## config.mk

```make
export PLATFORM = sky130hd
export DESIGN_NAME = spi_sck_gen
export DESIGN_NICKNAME = d
export VERILOG_FILES = /design/src/rtl/spi_sck_gen.sv
export SDC_FILE = /design/constraint.sdc
export NUM_CORES = 1
export LEC_CHECK = 0
export ABC_AREA = 1
export BUFFER_PORTS_ARGS = -buffer_cell sky130_fd_sc_hd__buf_4
export CORE_MARGIN = 5
export CORE_UTILIZATION = 51
export DETAILED_ROUTE_END_ITERATION = 6
export PLACE_DENSITY_LB_ADDON = 0.25
export RECOVER_POWER = 50
export SYNTH_ARGS = -nofsm -noshare
export SYNTH_HDL_FRONTEND = slang
export SYNTH_SLANG_ARGS = --single-unit
```

## constraint.sdc

```tcl
create_clock -name clock -period 2.2 [get_ports clock]
set_input_delay 0.11 -clock clock [delete_from_list [all_inputs] [get_ports clock]]
set_output_delay 0.11 -clock clock [all_outputs]
set_load 0.1 [all_outputs]
```

## src/rtl/spi_sck_gen.sv

```systemverilog
// SPI SCK generator: runtime divider, CPOL/CPHA, framed bit count, shift/sample strobes.
// Optional define SPI_SCK_GEN_RX_DLY_EN adds cfg_rx_dly to delay rev strobe and done by 0..3 cycles.
module spi_sck_gen #(
  parameter int DIV_W = 8,
  parameter int CNT_W = 6
) (
  input  logic             clock,
  input  logic             rst_n,
  input  logic             cfg_cpol,
  input  logic             cfg_cpha,
  input  logic [DIV_W-1:0] cfg_div,
  input  logic [CNT_W-1:0] bit_num,
  input  logic             start,
  input  logic             pause,
`ifdef SPI_SCK_GEN_RX_DLY_EN
  input  logic [1:0]       cfg_rx_dly,
`endif
  output logic             busy,
  output logic             done,
  output logic             spi_sck,
  output logic             trs_ctrl_data_en,
  output logic             rev_ctrl_data_en,
  output logic [CNT_W-1:0] bit_cnt
);

  typedef enum logic {IDLE, RUN} state_t;

  state_t           state;
  logic [DIV_W-1:0] hcnt;
  logic             sck_i;
  logic             cpol_l, cpha_l;
  logic [DIV_W-1:0] div_l;
  logic [CNT_W-1:0] num_l;
  logic             trs_r, rev_r, done_r;

  always_ff @(posedge clock or negedge rst_n) begin
    if (!rst_n) begin
      state   <= IDLE;
      hcnt    <= '0;
      sck_i   <= 1'b0;
      cpol_l  <= 1'b0;
      cpha_l  <= 1'b0;
      div_l   <= '0;
      num_l   <= '0;
      busy    <= 1'b0;
      done_r  <= 1'b0;
      trs_r   <= 1'b0;
      rev_r   <= 1'b0;
      bit_cnt <= '0;
      spi_sck <= 1'b0;
    end else begin
      trs_r  <= 1'b0;
      rev_r  <= 1'b0;
      done_r <= 1'b0;
      case (state)
        IDLE: begin
          spi_sck <= cfg_cpol;
          busy    <= 1'b0;
          bit_cnt <= '0;
          sck_i   <= 1'b0;
          hcnt    <= '0;
          // done_r high means this is the done cycle: a start here is dropped
          if (start && !done_r) begin
            cpol_l <= cfg_cpol;
            cpha_l <= cfg_cpha;
            div_l  <= cfg_div;
            num_l  <= bit_num;
            busy   <= 1'b1;
            trs_r  <= ~cfg_cpha;
            state  <= RUN;
          end
        end
        RUN: begin
          if (!pause) begin
            if (hcnt == div_l) begin
              hcnt  <= '0;
              sck_i <= ~sck_i;
              if (!sck_i) begin
                spi_sck <= ~cpol_l;
                if (cpha_l) trs_r <= 1'b1;
                else        rev_r <= 1'b1;
              end else begin
                spi_sck <= cpol_l;
                if (cpha_l)                 rev_r <= 1'b1;
                else if (bit_cnt != num_l)  trs_r <= 1'b1;
                if (bit_cnt == num_l) begin
                  state   <= IDLE;
                  busy    <= 1'b0;
                  done_r  <= 1'b1;
                  bit_cnt <= '0;
                end else begin
                  bit_cnt <= bit_cnt + 1'b1;
                end
              end
            end else begin
              hcnt <= hcnt + 1'b1;
            end
          end
        end
        default: state <= IDLE;
      endcase
    end
  end

  assign trs_ctrl_data_en = trs_r;

`ifdef SPI_SCK_GEN_RX_DLY_EN
  logic [2:0] rev_line, done_line;
  logic [3:0] rev_tap, done_tap;

  assign rev_tap  = {rev_line, rev_r};
  assign done_tap = {done_line, done_r};

  always_ff @(posedge clock or negedge rst_n) begin
    if (!rst_n) begin
      rev_line  <= '0;
      done_line <= '0;
    end else begin
      rev_line  <= rev_tap[2:0];
      done_line <= done_tap[2:0];
    end
  end

  assign rev_ctrl_data_en = rev_tap[cfg_rx_dly];
  assign done             = done_tap[cfg_rx_dly];
`else
  assign rev_ctrl_data_en = rev_r;
  assign done             = done_r;
`endif

endmodule

```

* Yosys cells after proc, flatten, opt, wreduce, memory -nomap -nowiden *
Index checks and enable logic that the tools add are counted.

word-level totals
  register bits after elaboration = 37
  output and inout port bits = 11
  word-level logic and storage cells = 76

cells by class
  add/subtract/negate cells = 2
  muxes and demuxes = 44
  reduce and logical (&&, ||, !) cells = 6
  equal/unequal tests = 7
  bitwise gates (word level) = 4

operators by type and width
  cell                                                                     number
  1-bit 2-to-1 mux                                                         31
  6-bit 2-to-1 mux                                                         4
  8-bit 2-to-1 mux                                                         2
  8-bit one-hot mux with 2 select lines                                    1
  6-bit one-hot mux with 2 select lines                                    1
  1-bit one-hot mux with 2 select lines                                    5
  8-bit by 1-bit adder with 8-bit output, second input constant            1
  8-bit equality test                                                      1
  6-bit by 1-bit adder with 6-bit output, second input constant            1
  6-bit equality test                                                      1
  2-bit by 1-bit inequality test with 1-bit output, second input constant  3
  6-bit inequality test                                                    1
  1-bit inverter                                                           4
  2-bit AND reduction                                                      2
  4-bit AND reduction                                                      1
  3-bit AND reduction                                                      1
  2-bit inequality test, second input constant                             1
  1-bit logical AND                                                        1
  1-bit logical NOT                                                        1

* Logic depth before layout (Yosys ltp) *
Gate-level depths: netlist of run 1.

  depth in word-level cells = 7
  mapped depth = 11
  depth with buffers taken out = 10

* Worst setup path before layout of run 1 *
OpenSTA, ideal clock, no wires.

  path kind = register to register
  start point = register bit_cnt[1]
  end point = register bit_cnt[4]
  stages on the path, launching flop included = 6
  setup slack = 236 ps
  arrival = 1890 ps
  period minus slack after synthesis = 1964 ps
  path through = dfrtp_1 ha_1 nand3_1 xor2_1 nand3b_1 o21ai_2

between the ends
  longest elaborated chain between the ends = 6
  elaborated cells on any way between the ends = 7
  classes of those cells = add/sub (1); eq/ne (1); mux (5)

RTL lines
  what                                                                                  RTL line  source
  start: declaration                                                                    23        output logic [CNT_W-1:0] bit_cnt
  start signal: assignment                                                              92        bit_cnt <= bit_cnt + 1'b1;
  6-bit by 1-bit adder with 6-bit output / 6-bit equality test (equally long branches)  92, 86
  6-bit 2-to-1 mux (*)                                                                  86        if (bit_cnt == num_l) begin
  6-bit 2-to-1 mux (*)                                                                  78        if (!sck_i) begin
  6-bit 2-to-1 mux (*)                                                                  75        if (hcnt == div_l) begin
  6-bit 2-to-1 mux (*)                                                                  74        if (!pause) begin
  6-bit one-hot mux with 2 select lines (*)                                             55        case (state)

Mark *: on every way between the ends. The rest lies on a longest branch, timed or not. The select of a mux whose other input is x is not followed.
A chain may end at the register's enable or synchronous reset.

* Worst setup path after layout of run 1 *
  start point = register done_r (netlist: done)
  end point = output done

RTL lines
  what                      RTL line  source
  start: declaration        34        logic trs_r, rev_r, done_r;
  start signal: assignment  46        done_r <= 1'b0;
  start signal: assignment  54        done_r <= 1'b0;
  start signal: assignment  89        done_r <= 1'b1;
  end: declaration          19        output logic done,

No word-level cell between the ends.

==> flow_summary.yaml, run 1 <==
cts:
  clk_pin_slew_ps: 80
  cts_tree: "built"
  cts_root_buffer: "clkbuf_8"
  cts_setup_buffers: 0
  h-tree-depth: 2
  clockBufferDepth: 2
  clock_sinks: 37
  clock_latency_ps: 290
  cts_made_buffers: 5
yosys:
  synthesis.nets: 250
  netlist_area_um2: 1916
  yosysMostFrequentCell: "nand2_1"
  synth_area_leaders: "dfrtp_1 (48%), nand2_1 (12%), nor2_1 (4.7%)"
  async_reset_ff_share_pct: 100.0
  syn_avg_cell_area_um2: 8.402
  synth_edf_count: 0
  synth_top_area_share_pct: 48.33
  yosysSeqAreaShare_pct: 48.33
  yosys_register_bits: 37
  synth_top_cell_by_area: "dfrtp_1"
  synthFlopType: "dfrtp_1"
  netlist_instances: 228
  synthDistinctLibCells: 29
  synthTopCellsByCount: "nand2_1 (59), dfrtp_1 (37), nor2_1 (24)"
  yosys_warnings: 0
setup_path:
  cp_cell_sequence: "clkbuf_1"
  path_class: "reg2out"
  end_kind: "output pin"
  cp_top_family: "buffers and inverters"
  cp.buffers_inverters: 1
  worstPathMaxFanout: 2
  slowest_delay_ps: 870
  crit_arrival_ps: 1540
  cpMaxStageDelayCell: "clkbuf_1"
  cp-start-kind: "flip-flop"
  critPathRequiredTime_ps: 2090
drt:
  avgViaCountPerCell: 4.803
  ant_nets: 0
  firstDrtPassIters: 4
  top_layer: "met4"
  drt_iter0_markers: 100
  dr_wl_met3_um: 202
  drc_errors: 0
  routed-via-count: 1489
  wire_per_inst_um: 11.55
  routed_wl_um: 3580
  wl_met1_um: 1687
  wl_met2_um: 1629
sta:
  rsz0062_at_grt: "no"
  drv_slew: 0
  timing.final.crit_share_pct: 75.11
  setup_viol: 0
  fin_crit_ps: 1653
  max_freq_mhz: 605.1
  skew_ps: 7.932
  tightest_slew_ps: 1169
  slew_headroom_pct: 22.43
  tns_ps: 0
  hold_violations: 0
power:
  power.total_mw: 1.733
  ir_worst_vdd_v: 0.0004413
  p_per_area_nw_per_um2: 754.8
  power_leakage_nw: 1.216
global_route:
  antenna_found_initial: 0
  grt_pass1_wl_um: 6479
  grt_pass1_vias: 1436
  grt_overflow_total: 0
  track_usage_pct: 16.14
  grt_start_max_net_pins: 38
finish:
  antennaDiodeCount: 0
  design_area_um2: 2296
  fin_cells: 310
  nNetsFinal: 283
  syn_to_final_growth_pct: 19.86
  fin_util_pct: 62.71
  drive_gt1_share_pct: 20.99
die:
  dieArea_um2: 5082
  core_area_um2: 3661
  core.rowCount: 22
  start_util_pct: 52.32
  ios: 31
  die_w_um: 71.29
  dieHeight_um: 71.29
worst_hold_path:
  min_path_type: "in2reg"
outcome:
  status: "finished, final reports clean"
placed_design:
  dpl.cell_count: 301
  dpl.hpwl_um: 2595
  io_buffers: 30
  gp_congestion: 0.7573
  dpl_cell_area_um2: 2173
job:
  maxCapViolCount: 0
registers in the layout (all words and copies together) (netlist names), 6 cells and up:
| register | count |
|---|---|
| num_l | 6 |
| div_l | 8 |
| hcnt | 8 |
| bit_cnt | 6 |
power by group:
group	internal [mW]	leakage (nW)	switching (mW)
Combinational	0.111	0.709	0.138
Clock	0.450	0.0681	0.239
Sequential	0.734	0.439	0.0606
final timing paths:
| path | from | end | slack, ps | cells after the start |
|---|---|---|---|---|
| max in group asynchronous | rst_n | div_l[7] | 1140 | 2 |
| worst min-delay path | cfg_div[3] | div_l[3] | 50 | 2 |
| min in group asynchronous | rst_n | hcnt[2] | 480 | 2 |
| worst min register to register | spi_sck | spi_sck | 480 | 2 |
| worst max-delay path | done | done | 550 | 1 |
| worst max register to register | state | div_l[6] | 580 | 4 |
kinds of logic (layout without fill, tap and decap cells):
logic type / count (synthesis) / in the layout / share of synthesized area (%)
fa+ha+maj: 2 / 2 / 1.306
buf+inv: 32 / 66 / 7.119
compound gates: 29 / 29 / 9.472
xor+xnor: 13 / 13 / 5.944
simple gates: 110 / 110 / 24.89
flops: 37 / 37 / 48.33
mux: 5 / 5 / 2.939
through the flow:
stage	worst slack, ps	hold WS, ps
3_5_place_dp	607.9	95.51
2_1_floorplan	235.7	-185.6
5_1_grt	475.8	45.35
3_3_place_gp	643.3	100.7
4_1_cts	584.2	45.20
6_report	547.5	50.98
area by class of cell:
type,count,area (um^2)
Fill cell,341,1365
Sequential cell,37,925.9
Multi-Input combinational cell,159,853.3
Timing Repair Buffer,33,229.0
Inverter,25,93.84
Clock buffer,5,68.82
Clock inverter,3,65.06
Tap cell,48,60.06
layout by cell type (no fill, tap or decap):
cell	instances
o21ai_4	1
xor2_1	10
nand2_4	2
nor2_1	24
o21ai_0	4
buf_4	26
o21ai_2	5
dlygate4sd3_1	1
clkbuf_8	5
nand2_2	2
nor2_2	2
inv_2	2
nand4_1	2
o22ai_1	1
a21boi_0	1
nand3b_1	2
o21bai_1	1
bufinv_16	2
clkbuf_2	1
nand3_1	14
nand2_1	59
clkinv_2	1
dfrtp_1	37
a21oi_1	16
nor3_1	2
xnor2_1	3
mux2_2	5
nand3_2	1
clkbuf_1	5
ha_1	2
inv_1	23
what timing repair did:
action,in CTS,in global routing
hold buffers,1,0
hold endpoints to repair,37,0
resized for setup,0,0
endpoints found under the setup margin,0,0
layer usage:
layer	track usage (%)	up-vias
met5	0	-
met4	7.516	0
met1	21.63	674
met2	24.90	27
met3	3.647	5
li1	-	783
Power figures use the tool's default switching activity.
==> run 2: changes to the inputs <==
clock period = 1.6 ns   (was 2.2 ns; I/O delays follow)
==> run 2 against run 1 <==
  * Final cell count is 0.65% higher
  * Register-to-register slack worse by 400 ps
  * Non-clock buffer count is 2 higher
  * Sequential share of layout area is 0.42 points higher
==> flow_summary.yaml, run 2 (synthesis gave the netlist of run 1 again) <==
power:
  p_per_area_nw_per_um2: 910.0
  power_leakage_nw: 1.216
  power.total_mw: 2.093
  ir_worst_vdd_v: 0.0005112
cts:
  clock_sinks: 37
  clockBufferDepth: 2
  clk_pin_slew_ps: 70
  clock_latency_ps: 290
  cts_setup_buffers: 0
  h-tree-depth: 2
  cts_tree: "built"
  cts_root_buffer: "clkbuf_8"
  cts_made_buffers: 5
finish:
  fin_util_pct: 62.82
  top_regs: "div_l x8, hcnt x8"
  drive_gt1_share_pct: 25.38
  syn_to_final_growth_pct: 20.05
  antennaDiodeCount: 0
  nNetsFinal: 285
  layout_common_cells: "nand2_1 (59), dfrtp_1 (30), buf_4 (28)"
  final_common_cell: "nand2_1"
setup_path:
  r2r_end: "busy"
  end_kind: "flip-flop"
  cp-start-kind: "flip-flop"
  critPathRequiredTime_ps: 1780
  r2r_setup_slack_ps: 180
  worstPathMaxFanout: 9
  path_class: "reg2reg"
  reg2regPathDepth: 7
  r2r-start: "bit_cnt[2]"
  crit_arrival_ps: 1600
global_route:
  track_usage_pct: 15.08
  global_route.usage.met3_pct: 3.927
  top_usage_layer: "met2"
  grt_pass1_vias: 1372
  grt_overflow_total: 0
  grt_start_max_net_pins: 38
  grt_pass1_wl_um: 6085
  grt_util_met2_pct: 21.84
  antenna_found_initial: 0
  grt_util_met1_pct: 21.40
worst_hold_path:
  min_path_type: "in2reg"
  hold_start: "bit_num[2]"
  min_delay_worst_endpoint: "num_l[2]"
  min_path_cells: 2
sta:
  hold_violations: 0
  rsz0062_at_grt: "no"
  setup_viol: 0
  skew_ps: 6.994
  tns_ps: 0
  timing.final.crit_share_pct: 89.05
  fin_crit_ps: 1425
  max_freq_mhz: 701.8
  slew_headroom_pct: 40.74
  tightest_slew_ps: 888.9
  drv_slew: 0
die:
  die_w_um: 71.29
  core.rowCount: 22
  dieHeight_um: 71.29
  ios: 31
  core_area_um2: 3661
  dieArea_um2: 5082
  start_util_pct: 52.32
drt:
  avgViaCountPerCell: 4.779
  routed-via-count: 1491
  wire_per_inst_um: 11.37
  firstDrtPassIters: 4
  drc_errors: 0
  ant_nets: 0
  drt_iter0_markers: 77
  routed_wl_um: 3546
placed_design:
  io_buffers: 30
  dpl.hpwl_um: 2587
  gp_congestion: 0.8278
job:
  maxCapViolCount: 0
outcome:
  status: "finished, final reports clean"
-- run 2: changes by cell type in the layout (fill, tap and decap cells not counted), moves of 2 or more --
cell / change
buf_4: +2
bufinv_16: -2
clkbuf_1: -3
clkbuf_2: +4
dfrtp_1: -7
dfrtp_2: +6
-- run 2: timing repair --
| action | in CTS | in global routing |
|---|---|---|
| hold buffers | 1 | 0 |
| resized for setup | 0 | 0 |
| hold endpoints to repair | 37 | 0 |
-- run 2: per-stage QoR --
| stage | worst slack, ps | hold WS [ps] | instance area [um^2] | instances |
|---|---|---|---|---|
| final | 175.1 | 24.42 | 2300 | 312 |
| after global routing | 8.674 | 27.51 | 2300 | 312 |
| after floorplan | -6.739 | -215.6 | 1927 | 228 |
| after CTS | 179.1 | 17.06 | 2312 | 312 |
| after detailed placement | 187.7 | 64.84 | 2212 | 303 |
| after global placement | 179.6 | 66.94 | 2212 | 303 |
-- run 2: metal layers --
metal | part of all wire [%] | vias to the layer above
li1 | - | 787
met1 | 50 | 669
met2 | 43 | 31
met3 | 5.4 | 4
met4 | 1.3 | 0
met5 | 0 | -
-- run 2: layout make-up --
type | count | area [um^2]
flip-flops and latches | 37 | 937.1
multi-input cells | 159 | 853.3
inverters | 25 | 93.84
well taps | 48 | 60.06
repair buffers | 35 | 265.3
fillers | 316 | 1361
clock buffers | 8 | 90.09
-- run 2: worst max path at each step --
| stage | to | slack [ps] | depth (start not counted) | start |
|---|---|---|---|---|
| finish | busy | 180 | 7 | bit_cnt[2] |
| global route | bit_cnt[2] | 9 | 10 | hcnt[0] |
| CTS | busy | 180 | 7 | bit_cnt[2] |
| detailed placement | busy | 190 | 7 | bit_cnt[2] |
| global placement | busy | 180 | 7 | bit_cnt[2] |
| floorplan | bit_cnt[4] | -7 | 5 | bit_cnt[1] |
-- run 2: critical path: stages, from the launching register on --
cell and delay, ps:
dfrtp_4 520, xor2_1 150, nor2_1 110, nand3_2 190
nand2_1 140, nand3_1 90, nand2_1 70, nand2_1 40
-- run 2: report_power, final --
group | total, mW | switching, mW | internal, mW | leakage [nW]
Clock | 0.659 | 0.308 | 0.351 | 0.0455
Sequential | 1.09 | 0.0809 | 1.01 | 0.427
Combinational | 0.344 | 0.189 | 0.155 | 0.744
Total | 2.09 | 0.578 | 1.51 | 1.22
